[src/rtl/layer_controller.sv]
// Sequences one fully-connected layer: broadcasts inputs to all neurons, gathers their outputs,
// then streams them out. Optional COLLECT watchdog enabled by LAYER_CTRL_TIMEOUT_EN.
module layer_controller #(
  parameter int unsigned NUM_NEURON     = 4,
  parameter int unsigned NUM_WEIGHT     = 8,
  parameter int unsigned DATA_WIDTH     = 16,
  parameter int unsigned TIMEOUT_CYCLES = 1024
) (
  input  logic                             i_clk,
  input  logic                             i_reset,
  input  logic [DATA_WIDTH-1:0]            i_data,
  input  logic                             i_data_valid,
  output logic                             o_data_ready,
  output logic [DATA_WIDTH-1:0]            o_neuron_input,
  output logic                             o_neuron_input_valid,
  input  logic [NUM_NEURON-1:0]            i_neuron_input_ready,
  input  logic [NUM_NEURON*DATA_WIDTH-1:0] i_neuron_output,
  input  logic [NUM_NEURON-1:0]            i_neuron_output_valid,
  output logic [DATA_WIDTH-1:0]            o_data,
  output logic                             o_data_valid,
  input  logic                             i_data_ready,
  output logic                             o_busy,
  output logic                             o_error
);

  localparam int unsigned IdxW = (NUM_NEURON > 1) ? $clog2(NUM_NEURON) : 1;
  localparam int unsigned CntW = (NUM_WEIGHT > 1) ? $clog2(NUM_WEIGHT) : 1;
  localparam logic [CntW-1:0] LastIn  = CntW'(NUM_WEIGHT - 1);
  localparam logic [IdxW-1:0] LastIdx = IdxW'(NUM_NEURON - 1);

  localparam logic [1:0] StFeed    = 2'd0;
  localparam logic [1:0] StCollect = 2'd1;
  localparam logic [1:0] StDrain   = 2'd2;

  logic [1:0]            state_q, state_d;
  logic [CntW-1:0]       in_cnt_q, in_cnt_d;
  logic [NUM_NEURON-1:0] captured_q, captured_d;
  logic [DATA_WIDTH-1:0] res_q [NUM_NEURON];
  logic [DATA_WIDTH-1:0] res_d [NUM_NEURON];
  logic [IdxW-1:0]       out_idx_q, out_idx_d, nxt_idx;
  logic [DATA_WIDTH-1:0] nin_q, nin_d;
  logic                  nin_valid_q, nin_valid_d;
  logic [DATA_WIDTH-1:0] odata_q, odata_d;
  logic                  odata_valid_q, odata_valid_d;
  logic                  error_q, error_d;
  logic                  data_ready;

`ifdef LAYER_CTRL_TIMEOUT_EN
  localparam int unsigned TmoW = $clog2(TIMEOUT_CYCLES + 1);
  localparam logic [TmoW-1:0] LastTmo = TmoW'(TIMEOUT_CYCLES - 1);
  logic [TmoW-1:0] tmo_q, tmo_d;
`else
  logic unused_timeout;
  assign unused_timeout = ^TIMEOUT_CYCLES;
`endif

  // Gated by reset so every output reads 0 while reset is held.
  assign data_ready = !i_reset && (state_q == StFeed) && (&i_neuron_input_ready) && !nin_valid_q;
  assign nxt_idx    = out_idx_q + IdxW'(1);

  always_comb begin
    state_d       = state_q;
    in_cnt_d      = in_cnt_q;
    captured_d    = captured_q;
    res_d         = res_q;
    out_idx_d     = out_idx_q;
    nin_d         = nin_q;
    nin_valid_d   = 1'b0;
    odata_d       = odata_q;
    odata_valid_d = odata_valid_q;
    error_d       = error_q;
`ifdef LAYER_CTRL_TIMEOUT_EN
    tmo_d         = tmo_q;
`endif
    case (state_q)
      StFeed: begin
        if (|i_neuron_output_valid) error_d = 1'b1;
        if (i_data_valid && data_ready) begin
          nin_d       = i_data;
          nin_valid_d = 1'b1;
          if (in_cnt_q == LastIn) begin
            in_cnt_d = '0;
            state_d  = StCollect;
`ifdef LAYER_CTRL_TIMEOUT_EN
            tmo_d    = '0;
`endif
          end else begin
            in_cnt_d = in_cnt_q + CntW'(1);
          end
        end
      end
      StCollect: begin
        for (int n = 0; n < NUM_NEURON; n++) begin
          if (i_neuron_output_valid[n]) begin
            if (captured_q[n]) begin
              error_d = 1'b1;
            end else begin
              res_d[n]      = i_neuron_output[n*DATA_WIDTH +: DATA_WIDTH];
              captured_d[n] = 1'b1;
            end
          end
        end
        if (&captured_q) begin
          state_d       = StDrain;
          captured_d    = '0;
          out_idx_d     = '0;
          odata_valid_d = 1'b1;
          odata_d       = res_q[0];
`ifdef LAYER_CTRL_TIMEOUT_EN
        end else if (tmo_q == LastTmo) begin
          // Give up on silent neurons: their slots drain as zero.
          for (int n = 0; n < NUM_NEURON; n++) begin
            if (!captured_d[n]) res_d[n] = '0;
          end
          error_d       = 1'b1;
          state_d       = StDrain;
          captured_d    = '0;
          out_idx_d     = '0;
          odata_valid_d = 1'b1;
          odata_d       = res_d[0];
        end else begin
          tmo_d = tmo_q + TmoW'(1);
`endif
        end
      end
      StDrain: begin
        if (|i_neuron_output_valid) error_d = 1'b1;
        if (odata_valid_q && i_data_ready) begin
          if (out_idx_q == LastIdx) begin
            odata_valid_d = 1'b0;
            out_idx_d     = '0;
            state_d       = StFeed;
          end else begin
            out_idx_d = nxt_idx;
            odata_d   = res_q[nxt_idx];
          end
        end
      end
      default: state_d = StFeed;
    endcase
  end

  always_ff @(posedge i_clk or posedge i_reset) begin
    if (i_reset) begin
      state_q       <= StFeed;
      in_cnt_q      <= '0;
      captured_q    <= '0;
      out_idx_q     <= '0;
      nin_q         <= '0;
      nin_valid_q   <= 1'b0;
      odata_q       <= '0;
      odata_valid_q <= 1'b0;
      error_q       <= 1'b0;
      for (int n = 0; n < NUM_NEURON; n++) res_q[n] <= '0;
`ifdef LAYER_CTRL_TIMEOUT_EN
      tmo_q         <= '0;
`endif
    end else begin
      state_q       <= state_d;
      in_cnt_q      <= in_cnt_d;
      captured_q    <= captured_d;
      out_idx_q     <= out_idx_d;
      nin_q         <= nin_d;
      nin_valid_q   <= nin_valid_d;
      odata_q       <= odata_d;
      odata_valid_q <= odata_valid_d;
      error_q       <= error_d;
      res_q         <= res_d;
`ifdef LAYER_CTRL_TIMEOUT_EN
      tmo_q         <= tmo_d;
`endif
    end
  end

  assign o_data_ready         = data_ready;
  assign o_neuron_input       = nin_q;
  assign o_neuron_input_valid = nin_valid_q;
  assign o_data               = odata_q;
  assign o_data_valid         = odata_valid_q;
  assign o_busy               = (state_q != StFeed);
  assign o_error              = error_q;

endmodule

[config.mk]
export PLATFORM = sky130hd
export DESIGN_NAME = layer_controller
export DESIGN_NICKNAME = d
export VERILOG_FILES = /design/src/rtl/layer_controller.sv
export SDC_FILE = /design/constraint.sdc
export NUM_CORES = 1
export LEC_CHECK = 0
export ABC_AREA = 1
export ABC_CLOCK_PERIOD_IN_PS = 4600
export CAP_MARGIN = 5
export CORE_MARGIN = 8
export CORE_UTILIZATION = 44
export CTS_CLUSTER_SIZE = 28
export DETAILED_ROUTE_END_ITERATION = 16
export GPL_TIMING_DRIVEN = 0
export PLACE_DENSITY = 0.76
export SYNTH_ARGS = -nofsm -noshare
export SYNTH_HDL_FRONTEND = slang
export SYNTH_SLANG_ARGS = --single-unit
export TNS_END_PERCENT = 50
[constraint.sdc]
create_clock -name i_clk -period 4.6 [get_ports i_clk]
set_input_delay 0.92 -clock i_clk [delete_from_list [all_inputs] [get_ports i_clk]]
set_output_delay 0.92 -clock i_clk [all_outputs]
set_load 0.005 [all_outputs]
==> metrics.cfg, run 1 <==
[cells_and_area]
final_common_cell = nand2_1
instances_no_fill = 905
layout-drive-gt1-share_pct = 7.87
final_cell_mix = nand2_1, clkdlybuf4s50_1, dfrtp_1, inv_1, nor2_1
synthToLayoutAreaGrowth_pct = 36.3
fillers = 1014
nets = 852
n_antenna_cell = 0

[placement]
portBuffers = 128
dp_cells = 889
dp_hpwl_mm = 10.5
gp_congestion = 0.913

[worst_hold_path]
hold_class = reg -> reg
min_from = o_data[5]
hold_depth = 2
holdPathEnd = o_data[5]

[status]
status = complete, no violations

[critical_path]
r2r_cells = 8
crit_chain = clkdlybuf4s50_1 > inv_4 > buf_16 > nand2_1 > nor2_1 > nand2_1 > inv_1 > clkdlybuf4s50_1
cp.arrival_ns = 3.11
cp-start-kind = input pin
endpoint_kind = primary output
criticalPathCategory = in -> out
crit_path_max_incr_delay_ns = 0.50
cp_slowest_cell = clkdlybuf4s50_1
r2r_start = out_idx_q[0]
crit_buf_inv = 5
worstReg2RegEnd = o_data[4]
crit_family = buffers and inverters
path_max_fanout = 59
required_ns = 3.68
reg2reg_slack_ns = 2.64

[routing]
drtPass1Iterations = 5
drtAntennaViolNets = 0
num_vias = 4514
drt_iter0_markers = 429
viasPerCell = 4.99
wl_mm = 13.6
route.detailed.drc = 0
wl_per_cell_um = 15.0

[yosys]
synth_nets = 712
yosys-top-cells-area = dfrtp_1, nand2_1, a21oi_1, inv_1, nor2_1
synth_top_cell_area_share_pct = 55.1
yosysWarnings = 0
synth_cells = 617
syn-cell-area_sq_mm = 0.00499
synth_area_leader_cell = dfrtp_1
syn_area_per_cell_sq_um = 8.10
synth_seq_area_share_pct = 55.1
ys_ff_latch = 110
yosysUniqueCellTypes = 26

[cts]
htree_levels = 3
clock_sinks = 110
cts_root_buffer = clkbuf_16
post_cts_buffers = 0
ctsLongestPathBuffers = 2
clkTransAtPathRegs_ns = 0.08
cts_hold_buf = 0
cts-buffers-inserted = 9
cts_resized = 0
clk_latency_ns = 0.36
cts_tree = yes

[sta]
tightestPinTransition_ns = 0.673
setup_viol = 0
rsz0062_at_grt = false
hold_viol_final = 0
skew_ns = 0.0172
finalCritPeriodShare_pct = 87.7
period_minus_slack_ns = 4.03
finalSetupTns_ns = 0
fmax_mhz = 248
hold-worst-slack_ns = 0.472
drv_slew = 0
relSlewSlack_pct = 55.1

[global_route]
grt_overflow = 0
grt_pass1_wl_mm = 22.0
antenna_found_initial = 0
grt_max_degree = 60
grt.total_usage_pct = 18.7
grt_pass1_vias = 4726

[floorplan]
chipHeight_um = 123
placeableCoreArea_sq_mm = 0.0113
die_area_sq_mm = 0.0150
die_x_um = 123
start_util_pct = 44.3
rows = 39
io_pins = 129

[power]
vdd_drop_max_uv = 260
p_per_area_mw_per_mm2 = 576
power.total_uw = 3920
leakagePower_uw = 0.00346

[job]
maxCapViolations = 0

## routing by layer
layer	part of all wire, %	up-vias	track usage [%]
met1	39	2126	20.7
met4	2.3	0	7.31
met5	0	-	0
met3	9.7	26	6.76
met2	48	164	32.4
li1	-	2198	-
## report_power, final
group / switching [uW] / total, uW / internal (uW) / leakage, uW
clock network: 391 / 832 / 441 / 0.000158
registers: 203 / 1580 / 1380 / 0.00129
logic: 865 / 1510 / 643 / 0.00201
total: 1460 / 3920 / 2460 / 0.00346
## through the flow
| step | util, % | worst slack (ns) | area (sq um) |
|---|---|---|---|
| 6_report | 60.4 | 0.566 | 6810 |
| 5_1_grt | 60.4 | 0.349 | 6810 |
| 4_1_cts | 60.4 | 0.471 | 6810 |
| 3_5_place_dp | 57.5 | 0.475 | 6480 |
| 3_3_place_gp | 57.3 | -1.76 | 6450 |
| 2_1_floorplan | - | 0.0127 | 4990 |
## worst max-delay path by stage
stage / startpoint / depth (start not counted) / end / slack (ns)
final: i_reset / 8 / o_data_ready / 0.57
after global routing: i_reset / 8 / o_data_ready / 0.35
after CTS: i_reset / 8 / o_data_ready / 0.47
after detailed placement: i_reset / 8 / o_data_ready / 0.48
after global placement: i_reset / 7 / o_data_ready / -1.76
after floorplan: i_reset / 5 / o_data_ready / 0.01
## flip-flops by register name, summed over array words and instances (netlist names)
register / flops
out_idx_q: 2
o_data_valid: 1
o_neuron_input_valid: 1
captured_q: 4
o_neuron_input: 16
o_error: 1
state_q: 2
o_data: 16
in_cnt_q: 3
res_q: 64
## logic make-up (layout without fill, tap and decap cells)
| family | after synthesis | after routing | share of synthesized area (%) |
|---|---|---|---|
| AOI/OAI and AO/OA | 87 | 87 | 8.79 |
| muxes | 3 | 3 | 0.676 |
| adders and majority gates | 3 | 3 | 0.752 |
| DFF | 110 | 110 | 55.1 |
| buffers and inverters | 94 | 239 | 7.94 |
| and+or+nand+nor | 320 | 320 | 26.7 |
## Yosys cell counts
cell,n
inv_1,62
buf_6,3
nand2_2,3
dfrtp_1,110
inv_2,7
nand2_1,206
o21ai_2,1
nand3_4,1
nand4_1,2
clkbuf_1,8
or2_2,1
buf_2,11
a21oi_1,58
o21ai_1,3
nand3_2,1
nor2_2,3
nor2_1,59
nor3_2,1
o21ai_0,25
ha_1,3
nor2_4,3
buf_4,2
nand2_4,2
clkinv_1,1
mux2_2,3
nand3_1,38
## tightest hold or removal path: stages, from the launching register on
cell,delay (ns)
dfrtp_1,0.35
nand2_1,0.05
nand2_1,0.04
## cell type report
type	count	area [sq um]	share of cell area, %
plain buffers	24	134	1.97
clock inverters	7	100	1.47
clock buffers	9	225	3.31
inverters	70	265	3.89
flip-flops and latches	110	2750	40.4
multi-input cells	413	1850	27.1
repair buffers	129	1310	19.2
well taps	143	179	2.63
No activity file was read; power rests on OpenSTA's default activity.
==> run 2, diff against run 1 <==
Settings changed: PLACE_DENSITY 0.76 to 0.87.
==> metrics.cfg, run 2 (synthesized netlist as in run 1, its figures left out) <==
[cts]
cts_root_buffer = clkbuf_16
cts-buffers-inserted = 9
ctsLongestPathBuffers = 2
cts_hold_buf = 0
post_cts_buffers = 0
clk_latency_ns = 0.36
cts_tree = yes
htree_levels = 3
clkTransAtPathRegs_ns = 0.07
clock_sinks = 110
cts_resized = 0

[cells_and_area]
top_register = res_q
final_common_cell = nand2_1
synthToLayoutAreaGrowth_pct = 35.6
largest_register_ffs = 64
nets = 852
final_core_util_pct = 60.1
n_antenna_cell = 0
layout-drive-gt1-share_pct = 7.87
final_cell_mix = nand2_1, clkdlybuf4s50_1, dfrtp_1, inv_1, nor2_1

[power]
vdd_drop_max_uv = 261
pwr-share-clk_pct = 19.6
p_sw_share_pct = 37.8
internal-power_uw = 2400
combinationalPowerShare_pct = 39.5
seqPwrFrac_pct = 40.9
p_per_area_mw_per_mm2 = 570
p_sw_uw = 1460
leakagePower_uw = 0.00345

[sta]
skew_ns = 0.0119
finalCritPeriodShare_pct = 87.8
rsz0062_at_grt = false
setup_viol = 0
relSlewSlack_pct = 58.6
drv_slew = 0
fmax_mhz = 248
hold_viol_final = 0
fin_ws_ns = 0.560
hold-worst-slack_ns = 0.473
period_minus_slack_ns = 4.04
tightestPinTransition_ns = 0.621

[routing]
route.detailed.drc = 0
viasPerCell = 4.92
drtAntennaViolNets = 0
wl_per_cell_um = 15.1
drtPass1Iterations = 5
drt_iter0_markers = 239
num_vias = 4449
wl_mm = 13.7

[critical_path]
required_ns = 3.68
path_max_fanout = 63
crit_path_max_incr_delay_ns = 0.49
worstReg2RegEnd = o_data[11]
r2r_cells = 9
endpoint_kind = primary output
cp.arrival_ns = 3.12
criticalPathCategory = in -> out
cp-start-kind = input pin
reg2reg_slack_ns = 2.47
r2r_start = out_idx_q[0]
crit_chain = clkdlybuf4s50_1 > inv_4 > buf_16 > nand2_1 > nor2_1 > nand2_1 > inv_1 > clkdlybuf4s50_1
cp_slowest_cell = clkdlybuf4s50_1

[global_route]
antenna_found_initial = 0
grt_pass1_wl_mm = 22.1
grt_pass1_vias = 4481
grt.total_usage_pct = 18.8
grt_max_degree = 64
grt_overflow = 0

[floorplan]
start_util_pct = 44.3
chipHeight_um = 123
die_x_um = 123
placeableCoreArea_sq_mm = 0.0113
rows = 39
die_area_sq_mm = 0.0150
io_pins = 129

[worst_hold_path]
holdPathEnd = res_q[48]
hold_class = reg -> reg
hold_depth = 2
min_from = res_q[48]

[placement]
dp_hpwl_mm = 10.5
portBuffers = 128
gp_congestion = 0.889
dp_slack_ns = 0.497

[status]
status = complete, no violations

[job]
maxCapViolations = 0

==> run 2: cell types whose count changed in the layout (fill, tap and decap cells not counted) <==
cell,previous run,this run
bufinv_16,1,0
clkinv_8,2,0
inv_8,1,2
clkinvlp_4,0,1
clkinv_4,1,0
clkinv_2,0,1
inv_6,2,3
==> run 2: area by class of cell <==
class	count	area (sq um)
Buffer	24	134
Clock buffer	9	225
Clock inverter	7	61.3
Fill cell	953	4500
Inverter	70	265
Multi-Input combinational cell	413	1850
Sequential cell	110	2750
Tap cell	143	179
Timing Repair Buffer	129	1310
==> run 2: critical path: cells and delay by family <==
kind | cells | cell delay (ns)
buffers and inverters | 5 | 1.80
AND/OR/NAND/NOR | 3 | 0.34
==> run 2: worst max-delay path by stage <==
stage | start | endpoint | cells past startpoint
after floorplan | i_reset | o_data_ready | 5
after global placement | i_reset | o_data_ready | 7
after detailed placement | i_reset | o_data_ready | 8
after CTS | i_reset | o_data_ready | 8
after global routing | i_reset | o_data_ready | 8
final | i_reset | o_data_ready | 8
==> run 2: stage by stage <==
| step | setup TNS [ns] | power, uW | cell area, sq um | cells |
|---|---|---|---|---|
| 5_1_grt | 0 | 4140 | 6770 | 905 |
| 2_1_floorplan | 0 | 2480 | 4990 | 617 |
| 3_5_place_dp | 0 | 3100 | 6480 | 889 |
| 4_1_cts | 0 | 3870 | 6770 | 905 |
| 6_report | 0 | 3860 | 6770 | 905 |
| 3_3_place_gp | -105.46 | 3020 | 6450 | 888 |
==> run 2: power groups by stage <==
stage	registers (uW)	logic, uW	clock network, uW
after floorplan	1550	928	0
after global placement	1570	1450	0
after detailed placement	1590	1510	0
after CTS	1570	1530	764
after global routing	1620	1710	806
final	1580	1520	756
==> run 2: layer usage <==
| layer | vias to the layer above | track usage (%) | share of wire (%) |
|---|---|---|---|
| li1 | 2195 | - | - |
| met1 | 2060 | 23.2 | 41 |
| met2 | 172 | 30.5 | 48 |
| met3 | 22 | 6.12 | 8.8 |
| met4 | 0 | 6.63 | 2.3 |
| met5 | - | 0 | 0 |
